[src/rtl/fu_wb_arbiter.sv]
`default_nettype none
// ============================================================================
// Module   : fu_wb_arbiter
// Purpose  : Two-requester writeback arbiter with a small result FIFO per
//            functional unit and alternating grant onto one writeback port.
// Revision : 1.0
// ============================================================================
module fu_wb_arbiter #(
    parameter int XLEN          = 64,
    parameter int TRANS_ID_BITS = 3,
    parameter int DEPTH         = 2
) (
    input  logic                     clk_i,
    input  logic                     rst_ni,
    input  logic                     flush_i,
    input  logic                     req0_valid_i,
    input  logic [TRANS_ID_BITS-1:0] req0_trans_id_i,
    input  logic [XLEN-1:0]          req0_data_i,
    output logic                     req0_ready_o,
    input  logic                     req1_valid_i,
    input  logic [TRANS_ID_BITS-1:0] req1_trans_id_i,
    input  logic [XLEN-1:0]          req1_data_i,
    output logic                     req1_ready_o,
    output logic                     wb_valid_o,
    output logic [TRANS_ID_BITS-1:0] wb_trans_id_o,
    output logic [XLEN-1:0]          wb_data_o,
    output logic                     busy_o
);

    localparam int                c_PW   = $clog2(DEPTH);
    localparam int                c_CW   = $clog2(DEPTH) + 1;
    localparam int                c_EW   = TRANS_ID_BITS + XLEN;
    localparam logic [c_CW-1:0]   c_FULL = c_CW'(DEPTH);

    logic [1:0]      w_valid;
    logic [1:0]      w_ready;
    logic [1:0]      w_push;
    logic [1:0]      w_pop;
    logic [1:0]      w_nonempty;
    logic [c_EW-1:0] w_wdata [2];
    logic [c_EW-1:0] w_head  [2];
    logic            w_grant_any;
    logic            w_grant_idx;
    logic            w_wb_fire;
    logic            r_last;

    assign w_valid    = {req1_valid_i, req0_valid_i};
    assign w_wdata[0] = {req0_trans_id_i, req0_data_i};
    assign w_wdata[1] = {req1_trans_id_i, req1_data_i};

    genvar gi;
    generate
        for (gi = 0; gi < 2; gi++) begin : g_fifo
            logic [c_EW-1:0] r_mem [DEPTH];
            logic [c_PW-1:0] r_wptr;
            logic [c_PW-1:0] r_rptr;
            logic [c_CW-1:0] r_count;

            assign w_ready[gi]    = (r_count != c_FULL);
            assign w_nonempty[gi] = (r_count != '0);
            assign w_push[gi]     = w_valid[gi] & w_ready[gi] & ~flush_i;
            assign w_head[gi]     = r_mem[r_rptr];

            // Storage is never reset; the count gates every read of it.
            always_ff @(posedge clk_i) begin
                if (w_push[gi]) begin
                    r_mem[r_wptr] <= w_wdata[gi];
                end
            end

            always_ff @(posedge clk_i or negedge rst_ni) begin
                if (!rst_ni) begin
                    r_wptr  <= '0;
                    r_rptr  <= '0;
                    r_count <= '0;
                end else if (flush_i) begin
                    r_wptr  <= '0;
                    r_rptr  <= '0;
                    r_count <= '0;
                end else begin
                    if (w_push[gi]) begin
                        r_wptr <= r_wptr + c_PW'(1);
                    end
                    if (w_pop[gi]) begin
                        r_rptr <= r_rptr + c_PW'(1);
                    end
                    case ({w_push[gi], w_pop[gi]})
                        2'b10:   r_count <= r_count + c_CW'(1);
                        2'b01:   r_count <= r_count - c_CW'(1);
                        default: r_count <= r_count;
                    endcase
                end
            end
        end
    endgenerate

    // Under contention the requester that did not win last time is served.
    assign w_grant_any = |w_nonempty;
    assign w_grant_idx = (&w_nonempty) ? ~r_last : w_nonempty[1];
    assign w_wb_fire   = w_grant_any & ~flush_i;
    assign w_pop       = w_wb_fire ? (w_grant_idx ? 2'b10 : 2'b01) : 2'b00;

    always_ff @(posedge clk_i or negedge rst_ni) begin
        if (!rst_ni) begin
            r_last <= 1'b1;
        end else if (flush_i) begin
            r_last <= 1'b1;
        end else if (w_wb_fire) begin
            r_last <= w_grant_idx;
        end
    end

    assign wb_valid_o                   = w_wb_fire;
    assign {wb_trans_id_o, wb_data_o}   = w_wb_fire ? w_head[w_grant_idx] : '0;
    assign busy_o                       = |w_nonempty;
    assign req0_ready_o                 = w_ready[0];
    assign req1_ready_o                 = w_ready[1];

endmodule
`default_nettype wire

[config.mk]
export PLATFORM = sky130hd
export DESIGN_NAME = fu_wb_arbiter
export DESIGN_NICKNAME = d
export VERILOG_FILES = /design/src/rtl/fu_wb_arbiter.sv
export SDC_FILE = /design/constraint.sdc
export NUM_CORES = 1
export LEC_CHECK = 0
export BUFFER_PORTS_ARGS = -buffer_cell sky130_fd_sc_hd__buf_2
export CORE_AREA = 5 5 181 183
export CTS_CLUSTER_SIZE = 8
export DETAILED_ROUTE_END_ITERATION = 10
export DIE_AREA = 0 0 186 188
export PLACE_DENSITY = 0.64
export SYNTH_ARGS = -nofsm -noshare
export SYNTH_HDL_FRONTEND = slang
export SYNTH_SLANG_ARGS = --single-unit
export TNS_END_PERCENT = 30
[constraint.sdc]
create_clock -name clk_i -period 7.52 [get_ports clk_i]
set_clock_uncertainty 0.2 [all_clocks]
set_input_delay 1.128 -clock clk_i [delete_from_list [all_inputs] [get_ports clk_i]]
set_output_delay 1.128 -clock clk_i [all_outputs]
set_load 0.005 [all_outputs]
After elaboration in Yosys (flattened, before gate mapping)
Memory sizes are Yosys's and may differ from the RTL's.
Index checks and enable logic that the tools add are counted.
{"block": "totals", "input_bits": 139, "output_inout_bits": 71, "ramBits": 268, "mem_count": 2, "word_cells": 68, "reg_bits": 9}
{"block": "op_classes", "bitwise_logic": 8, "magnitude_cmp": 1, "addsub": 8, "muxes": 25, "n_eq_ne": 6, "reduce_logical": 11}
{"memory": "g_fifo[0].r_mem", "depth": 2, "word_bits": 67, "read_ports": 1, "rd_ports_with_merged_regs": 0, "write_ports": 1, "line_no": "54", "source": "logic [c_EW-1:0] r_mem [DEPTH];"}
{"memory": "g_fifo[1].r_mem", "depth": 2, "word_bits": 67, "read_ports": 1, "rd_ports_with_merged_regs": 0, "write_ports": 1, "line_no": "54"}
{"cell": "two-way mux 67 bit", "count": 4}
{"cell": "two-way mux 1 bit", "count": 15}
{"cell": "nonzero test 2 bit", "count": 7}
{"cell": "two-way mux 2 bit", "count": 4}
{"cell": "case mux 2 bit (2 select lines)", "count": 2}
{"cell": "nonzero test 3 bit", "count": 2}
{"cell": "AND 1 bit", "count": 5}
{"cell": "adder 1 bit (second input constant)", "count": 4}
{"cell": "adder 2 x 1 -> 2 bit (second input constant)", "count": 2}
{"cell": "equality test 2 x 1 -> 1 bit (second input constant)", "count": 2}
{"cell": "equality test 2 bit (second input constant)", "count": 2}
{"cell": "inequality test 2 bit (second input constant)", "count": 2}
{"cell": "subtractor 2 x 1 -> 2 bit (second input constant)", "count": 2}
{"cell": "greater-or-equal comparator 2 bit (second input constant)", "count": 1}
{"cell": "inverter 1 bit", "count": 2}
{"cell": "inverter 1 -> 2 bit", "count": 1}
{"cell": "AND reduction 2 bit", "count": 1}
{"cell": "OR reduction 2 bit", "count": 1}

Depth between registers and ports, before layout
Gate-level depths: netlist of run 1.
{"block": "depth", "word_depth": 8, "ltp_mapped": 6, "depth_no_buf": 4}

Worst setup path before layout of run 1
OpenSTA, ideal clock, no wires.
{"block": "synth_timing", "kind": "input-to-reg", "startpoint": "input port flush_i", "endpoint": "memory g_fifo[0].r_mem[1][0] in the netlist's numbering (enable)", "setup_slack_ps": 488, "setup_ps": 588, "path_stages": 2, "t_required_ps": 6732, "arrival_time_ps": 6244, "path_buffers": 1, "path_cell_list": "clkbuf_1 > nor3b_1"}
{"block": "synth_between", "elab_chain_cells": 4}
{"item": "from (decl)", "line_no": "15", "source": "input logic flush_i,"}
{"item": "inverter 1 bit", "line_no": "61", "source": "assign w_push[gi] = w_valid[gi] & w_ready[gi] & ~flush_i;"}
{"item": "AND 1 bit", "line_no": "61"}
{"item": "two-way mux 1 bit", "line_no": "66", "source": "if (w_push[gi]) begin"}
{"item": "two-way mux 1 bit (implied by the code)", "line_no": "67", "source": "r_mem[r_wptr] <= w_wdata[gi];"}
{"item": "to (decl)", "line_no": "54"}
Every way passes these cells.

Worst setup path in the final report of run 1
{"block": "layout_timing", "startpoint": "input port flush_i", "endpoint": "output port wb_data_o[44]"}
{"block": "layout_between", "elab_chain_cells": 3}
{"item": "inverter 1 bit", "line_no": "100", "source": "assign w_wb_fire = w_grant_any & ~flush_i;"}
{"item": "AND 1 bit", "line_no": "100"}
{"item": "two-way mux 67 bit", "line_no": "114", "source": "assign {wb_trans_id_o, wb_data_o} = w_wb_fire ? w_head[w_grant_idx] : '0;"}
{"item": "to (decl)", "line_no": "26", "source": "output logic [XLEN-1:0] wb_data_o,"}
Every way passes these cells.

==> results of run 1 <==
[cells in the mapped netlist, drive strengths merged]
library cell,number
edfxtp,268
mux2i,134
o22ai,68
clkbuf,19
buf,14
a21oi,8
dfrtp,8
o21ai,7
nand2,6
or3,6
inv,4
a31oi,2
nand3,2
nor2,2
nor2b,2
nor3,2
nor3b,2
o21ba,2
a211o,1
and3b,1
dfstp,1
nand3b,1
o21a,1
o311ai,1
[registers in the layout, summed over array words and instances, names as in the netlist]
name,cells
g_fifo.r_wptr,2
g_fifo.r_count,4
g_fifo.r_mem,268
g_fifo.r_rptr,2
r_last,1
[power breakdown]
part / switching [W] / internal [W]
logic: 0.000155 / 0.000127
clock network: 0.000583 / 0.000967
registers: 0.0000340 / 0.00176
[cell type report]
type	count	area, µm²
Clock buffer	48	1050
Clock inverter	3	22.5
Inverter	4	15.0
Multi-Input combinational cell	248	2250
Tap cell	402	503
Sequential cell	277	8280
Timing Repair Buffer	219	1120
Fill cell	2790	17800
[per-stage QoR]
step	std cells	power, W	utilization	worst slack [ps]
finish	1201	0.00363	0.426	3390
global route	1201	0.00378	0.426	3230
CTS	1201	0.00368	0.426	3290
detailed placement	1150	0.00211	0.392	3350
global placement	1150	0.00211	0.392	3380
floorplan	562	0.00199	-	488
[metal layers]
metal	up-vias	GRT usage	wire length, µm	share of wire
met3	42	0.0392	1680	0.071
met4	6	0.0297	331	0.014
li1	2717	-	-	-
met5	-	0	44	0.0019
met1	2907	0.161	9520	0.40
met2	190	0.231	12200	0.51
[worst max-delay path by stage]
| stage | endpoint | from | slack (ps) | cells past startpoint |
|---|---|---|---|---|
| floorplan | g_fifo[0].r_mem[1][0] | flush_i | 490 | 2 |
| global placement | wb_data_o[44] | flush_i | 3380 | 4 |
| detailed placement | wb_data_o[44] | flush_i | 3350 | 4 |
| CTS | wb_data_o[63] | g_fifo[1].r_rptr | 3290 | 4 |
| global route | wb_data_o[63] | g_fifo[1].r_rptr | 3230 | 4 |
| finish | wb_data_o[44] | flush_i | 3390 | 4 |
[cells by family (layout without fill, tap and decap cells)]
| family | Yosys count | count (layout) | synth area share |
|---|---|---|---|
| compound gates | 90 | 90 | 0.0698 |
| buf+inv | 37 | 274 | 0.0181 |
| flops | 277 | 277 | 0.774 |
| mux | 134 | 134 | 0.126 |
| simple gates | 24 | 24 | 0.0123 |
[worst max-delay path: stages]
cell and delay, ps:
buf_2 280, or3_4 880, o22ai_1 260, buf_2 220
==> impl_metrics.yaml, run 1 <==
grt:
  grt_usage: 0.132
  antenna_found_initial: 4
  grt_max_degree: 68
  grt_pass1_vias: 6248
  grt_pass1_wl_um: 35600
  overflow: 0
placement:
  place_area_mm2: 0.0122
  port_buffers: 209
  place.gp.congestion: 0.733
  hpwlAfterDp_um: 14500
worst_setup_path:
  cp_max_fo: 67
  critPathLaunchType: "primary input"
  cp_data_required_time_ps: 6190
  worstSetupPathType: "in -> out"
  end_kind: "output port"
  r2r_end: "g_fifo[0].r_rptr"
  r2r_cells: 3
  reg2reg_slack_ps: 5300
  worstPathArrival_ps: 2800
  reg2reg_from: "g_fifo[0].r_rptr"
drt:
  first_pass_iters: 5
  postRouteAntennaNets: 0
  vias: 5862
  drt-total-wl_um: 23700
  post-route-drc-count: 0
  vias_per_cell: 4.88
  wl_per_cell_um: 19.8
  first_iter_violations: 276
yosys:
  synth_cell_types: 26
  synthesis.area_mm2: 0.0107
  synth_area_leaders: "edfxtp_1 (75%), mux2i_1 (13%), o22ai_2 (3.5%)"
  yosys_warnings: 0
  syn_area_per_cell_um2: 19.0
  syn_inst: 562
  ys_seq_area_frac: 0.774
  synth_seq_cells: 277
  yosysTopAreaCell: "edfxtp_1"
  yosysTopAreaCellShare: 0.753
  synth_nets: 701
timing:
  rsz0062_at_grt: "no"
  drv_slew: 0
  hold_violations: 0
  fmax_mhz: 242
  setup_violations: 0
  period_share: 0.549
  finalSetupTns_ps: 0
  slew_headroom: 0.293
  worst_slew_pin_slew_ps: 1060
  min_period_ps: 4130
  hold_ws_ps: 280
pwr:
  leakagePower_nw: 4.70
  power.density_mw_per_mm2: 274
  ir_drop_mv: 0.166
layout:
  final_common_cell: "edfxtp_1"
  insertedDiodeCount: 0
  drive_above_1_share: 0.380
  layout.nets: 929
  area_growth_pct: 23.9
  most-common-layout-cells: "edfxtp_1 (268), buf_2 (209), mux2i_1 (134), clkbuf_16 (41), o22ai_1 (38)"
  final_area_mm2: 0.0132
clock_tree:
  postCtsHoldBufs: 0
  htreeDepth: 2
  tritoncts: "built"
  cts_root_buf: "clkbuf_16"
  postCtsSetupBuffers: 0
  cts_buffer_depth: 3
  cts_resized: 0
  clk_pin_slew_ps: 50
  cts_buffers: 40
  clk-insertion-delay-late_ps: 500
  cts_sinks: 277
die:
  die_height_um: 188
  io_pins: 210
  rows: 65
  fp.dieW_um: 186
  design.core.area_mm2: 0.0311
  dieArea_mm2: 0.0350
  start_util: 0.344
flow_run:
  maxCapViolCount: 0
worst_hold_path:
  hold_class: "in -> async"
outcome:
  status: "complete, no violations"
(Power assumes the default switching activity.)
==> run 2, diff against run 1 <==
--- a/config.mk
+++ b/config.mk
@@ -10,7 +10,7 @@
 export CTS_CLUSTER_SIZE = 8
 export DETAILED_ROUTE_END_ITERATION = 10
 export DIE_AREA = 0 0 186 188
-export PLACE_DENSITY = 0.64
+export PLACE_DENSITY = 0.66
 export SYNTH_ARGS = -nofsm -noshare
 export SYNTH_HDL_FRONTEND = slang
 export SYNTH_SLANG_ARGS = --single-unit
==> constraint.sdc (replaced) <==
create_clock -name clk_i -period 3.5 [get_ports clk_i]
set_clock_uncertainty 0.2 [all_clocks]
set_input_delay 0.525 -clock clk_i [delete_from_list [all_inputs] [get_ports clk_i]]
set_output_delay 0.525 -clock clk_i [all_outputs]
set_load 0.005 [all_outputs]
==> impl_metrics.yaml, run 2 (synthesis gave the netlist of run 1 again) <==
outcome:
  status: "complete, no violations"
clock_tree:
  clk_pin_slew_ps: 50
  cts_sinks: 277
  cts_buffers: 40
  cts_root_buf: "clkbuf_16"
  htreeDepth: 2
  cts_resized: 0
  cts_buffer_depth: 3
  tritoncts: "built"
  clk-insertion-delay-late_ps: 500
timing:
  worst_slew_pin_slew_ps: 611
  setup_violations: 0
  fmax_mhz: 319
  hold_violations: 0
  drv_slew: 0
  slew_headroom: 0.592
  min_period_ps: 3140
  period_share: 0.896
  rsz0062_at_grt: "no"
  finalSetupTns_ps: 0
worst_setup_path:
  end_kind: "output port"
  critPathLaunchType: "flip-flop"
  reg2reg_from: "g_fifo[0].r_count[1]"
  r2r_cells: 5
  critPathCapture: "wb_data_o[43]"
  cp_max_fo: 34
  worstPathArrival_ps: 2410
  r2r_end: "g_fifo[0].r_mem[1][15]"
  startpoint: "r_last"
  cp_data_required_time_ps: 2770
  worstSetupPathType: "reg -> out"
  reg2reg_slack_ps: 1270
layout:
  top_register: "g_fifo.r_mem"
  reg.largest.list: "g_fifo.r_mem (268), g_fifo.r_count (4)"
  final_core_utilization: 0.469
  layout.nets: 1051
  largest_reg_flops: 268
  most-common-layout-cells: "edfxtp_1 (268), buf_2 (209), mux2i_1 (134), dlygate4sd3_1 (114), clkbuf_16 (41)"
  drive_above_1_share: 0.334
  area_growth_pct: 36.2
  nFillCells: 2704
  final_common_cell: "edfxtp_1"
drt:
  wl_per_cell_um: 19.4
  post-route-drc-count: 0
  first_pass_iters: 5
  postRouteAntennaNets: 0
  vias_per_cell: 4.77
  first_iter_violations: 380
  drt-total-wl_um: 25900
  vias: 6369
pwr:
  swShare: 0.215
  netSwitchingPower_w: 0.00172
  ir_drop_mv: 0.383
  power.density_mw_per_mm2: 549
  power.clock.fraction: 0.425
  p_int_w: 0.00628
  leakagePower_nw: 5.26
  combPwrFrac: 0.094
  seqPwrFrac: 0.481
die:
  design.core.area_mm2: 0.0311
  io_pins: 210
  start_util: 0.344
  dieArea_mm2: 0.0350
  die_height_um: 188
  fp.dieW_um: 186
  rows: 65
placement:
  port_buffers: 209
  place.gp.congestion: 0.760
  hpwlAfterDp_um: 16000
flow_run:
  maxCapViolCount: 0
grt:
  grt_max_degree: 40
  grt_pass1_wl_um: 38900
  overflow: 0
  antenna_found_initial: 3
  grt_usage: 0.144
  grt_pass1_vias: 6901
worst_hold_path:
  hold_class: "in -> reg"
## run 2: worst min path at each step
stage	from	end	slack [ps]	depth (start not counted)
floorplan	rst_ni	g_fifo[0].r_count[0]	30	0
global placement	rst_ni	g_fifo[1].r_count[0]	190	1
detailed placement	rst_ni	g_fifo[1].r_wptr	190	1
CTS	req0_data_i[35]	g_fifo[0].r_mem[0][35]	0.08	1
global route	req1_data_i[27]	g_fifo[1].r_mem[1][27]	2	1
finish	req1_data_i[50]	g_fifo[1].r_mem[1][50]	30	1
## run 2: cell type report
type / count / area [µm²] / area share
Inverter: 4 / 15.0 / 0.00103
Clock inverter: 2 / 17.5 / 0.00120
Antenna cell: 2 / 5.00 / 0.000344
Clock buffer: 58 / 1090 / 0.0749
Timing Repair Buffer: 341 / 2370 / 0.163
Sequential cell: 277 / 8280 / 0.569
Tap cell: 402 / 503 / 0.0346
Multi-Input combinational cell: 248 / 2270 / 0.156
## run 2: power groups by stage
stage	sequential [W]	clock (W)	combinational (W)
after floorplan	0.00387	0	0.000389
after global placement	0.00390	0	0.000647
after detailed placement	0.00391	0	0.000658
after CTS	0.00385	0.00350	0.000760
after global routing	0.00386	0.00365	0.000815
final	0.00385	0.00340	0.000751
## run 2: worst max-delay path, cell delays in order, from the launching register on
cell     delay, ps
dfstp_2        570
o21ba_2        200
or3_4          520
buf_12         270
o22ai_1        190
buf_2          140
## run 2: per-layer routing
metal  up-vias  global-route usage  part of all wire
met3        42              0.0355             0.065
met2       212               0.256              0.52
met1      3138               0.174              0.40
met5         -                   0           0.00027
li1       2975                   -                 -
met4         2              0.0401             0.022
## run 2: what timing repair did
item                                   in CTS  in global routing
setup buffers                               0                  0
hold buffers                              110                  4
endpoints found under the hold margin     226                  6
## run 2: per-stage QoR
stage               cell area [µm²]  std cells  setup WS, ps  power, W  hold WS (ps)
finish                        14600       1334           363   0.00799          25.1
global route                  14600       1334           175   0.00832          2.44
CTS                           14500       1328           329   0.00811        0.0776
detailed placement            12300       1158           770   0.00457           193
global placement              12300       1158           792   0.00455           192
floorplan                     10700        562          -553   0.00426          29.4
==> run 3, diff against run 2 <==
==> constraint.sdc (replaced) <==
create_clock -name clk_i -period 3.5 [get_ports clk_i]
set_clock_uncertainty 0.2 [all_clocks]
set_input_delay 0.525 -clock clk_i [delete_from_list [all_inputs] [get_ports clk_i]]
set_output_delay 0.525 -clock clk_i [all_outputs]
set_load 0.05 [all_outputs]
==> impl_metrics.yaml, run 3 (synthesis gave the netlist of run 1 again) <==
placement:
  port_buffers: 209
  place.gp.congestion: 0.722
  hpwlAfterDp_um: 15100
  pre_cts_ws_ps: 485
flow_run:
  maxCapViolCount: 0
timing:
  worst_slew_pin_slew_ps: 1020
  period_share: 0.965
  hold_violations: 0
  layout_setup_ws_ps: 123
  fmax_mhz: 296
  hold_ws_ps: 22.7
  drv_slew: 0
  min_period_ps: 3380
  rsz0062_at_grt: "no"
  slew_headroom: 0.320
  setup_violations: 0
worst_setup_path:
  cp_max_fo: 31
  worstPathArrival_ps: 2650
  crit_family: "flip-flops"
  cp.buffers_inverters: 2
  critPathLaunchType: "flip-flop"
  path_cells: "o21ba_2, or3_4, buf_12, o22ai_1, buf_2"
  cp_data_required_time_ps: 2770
  worstSetupPathType: "reg -> out"
  end_kind: "output port"
  cpMaxStageDelayCell: "dfstp_2"
  slowest_delay_ps: 570
worst_hold_path:
  hold_class: "in -> reg"
drt:
  vias_per_cell: 4.79
  drt-total-wl_um: 25200
  postRouteAntennaNets: 0
  post-route-drc-count: 0
  wl_per_cell_um: 19.0
  first_iter_violations: 355
  vias: 6345
  first_pass_iters: 4
clock_tree:
  htreeDepth: 2
  cts_buffer_depth: 3
  tritoncts: "built"
  cts_root_buf: "clkbuf_16"
  clk-insertion-delay-late_ps: 500
  cts_sinks: 277
  cts_buffers: 40
  postCtsSetupBuffers: 0
  clk_pin_slew_ps: 50
layout:
  top_register: "g_fifo.r_mem"
  layout.nets: 1052
  final_core_utilization: 0.468
  most-common-layout-cells: "edfxtp_1 (268), buf_2 (209), mux2i_1 (134), dlygate4sd3_1 (111), clkbuf_16 (41)"
  nFillCells: 2623
  reg.largest.list: "g_fifo.r_mem (268), g_fifo.r_count (4)"
  register_area_mm2: 0.00828
  area_growth_pct: 36.1
  insertedDiodeCount: 0
  largest_reg_flops: 268
  drive_above_1_share: 0.343
  final_common_cell: "edfxtp_1"
  multi_input_area_mm2: 0.00227
pwr:
  ir_drop_mv: 0.446
  leakagePower_nw: 5.26
  power.density_mw_per_mm2: 562
die:
  design.core.area_mm2: 0.0311
  fp.dieW_um: 186
  io_pins: 210
  die_height_um: 188
  dieArea_mm2: 0.0350
  start_util: 0.344
  rows: 65
grt:
  grt_pass1_wl_um: 38000
  grt_max_degree: 68
  grt_usage: 0.140
  antenna_found_initial: 0
  overflow: 0
  grt_pass1_vias: 6791
outcome:
  status: "complete, no violations"
==> run 3: layout make-up <==
type / instances / area share
timing repair buffer: 342 / 0.165
multi-input combinational: 248 / 0.156
inverter: 4 / 0.00103
sequential: 277 / 0.569
tap: 402 / 0.0346
clock inverter: 3 / 0.00146
clock buffer: 48 / 0.0724
==> run 3: power breakdown <==
part / switching [W] / total, W / internal, W
registers: 0.0000768 / 0.00386 / 0.00378
clock network: 0.00126 / 0.00334 / 0.00208
logic: 0.000600 / 0.000985 / 0.000385
total: 0.00194 / 0.00818 / 0.00624
==> run 3: worst paths after layout <==
check	to	slack (ps)	start	cells after the start
setup reg to reg	g_fifo[0].r_mem[1][0]	1380	g_fifo[0].r_count[1]	5
hold reg to reg	g_fifo[1].r_wptr	440	g_fifo[1].r_wptr	2
hold / removal	g_fifo[0].r_mem[0][62]	20	req0_data_i[62]	1
max in group asynchronous	r_last	2630	rst_ni	2
min in group asynchronous	g_fifo[0].r_count[0]	220	rst_ni	2
setup / recovery	wb_data_o[43]	120	r_last	5
==> run 3: metal layers <==
layer,vias up,GRT usage,wire (µm)
met3,38,0.0341,1680
met5,-,0,0
met2,222,0.240,12500
met4,0,0.0342,449
li1,2963,-,-
met1,3122,0.177,10600
==> run 3: worst register-to-register path, cell delays in order, from the launching register on <==
cell     delay (ps)
dfrtp_1         410
nor2b_1         190
inv_2            70
nand2_1         140
nor3b_4         220
buf_4           470
==> run 3: timing repair <==
action / in CTS / in global routing
hold buffers: 105 / 6
resized for setup: 0 / 0
hold endpoints to repair: 209 / 10
==> run 3: stage by stage <==
step                      power [W]  area [µm²]  TNS, ps  std cells
after floorplan             0.00450       10700   -58450        562
after global placement      0.00480       12400        0       1162
after detailed placement    0.00481       12400        0       1162
after CTS                   0.00828       14500        0       1318
after global routing        0.00851       14500        0       1324
final                       0.00818       14500        0       1324
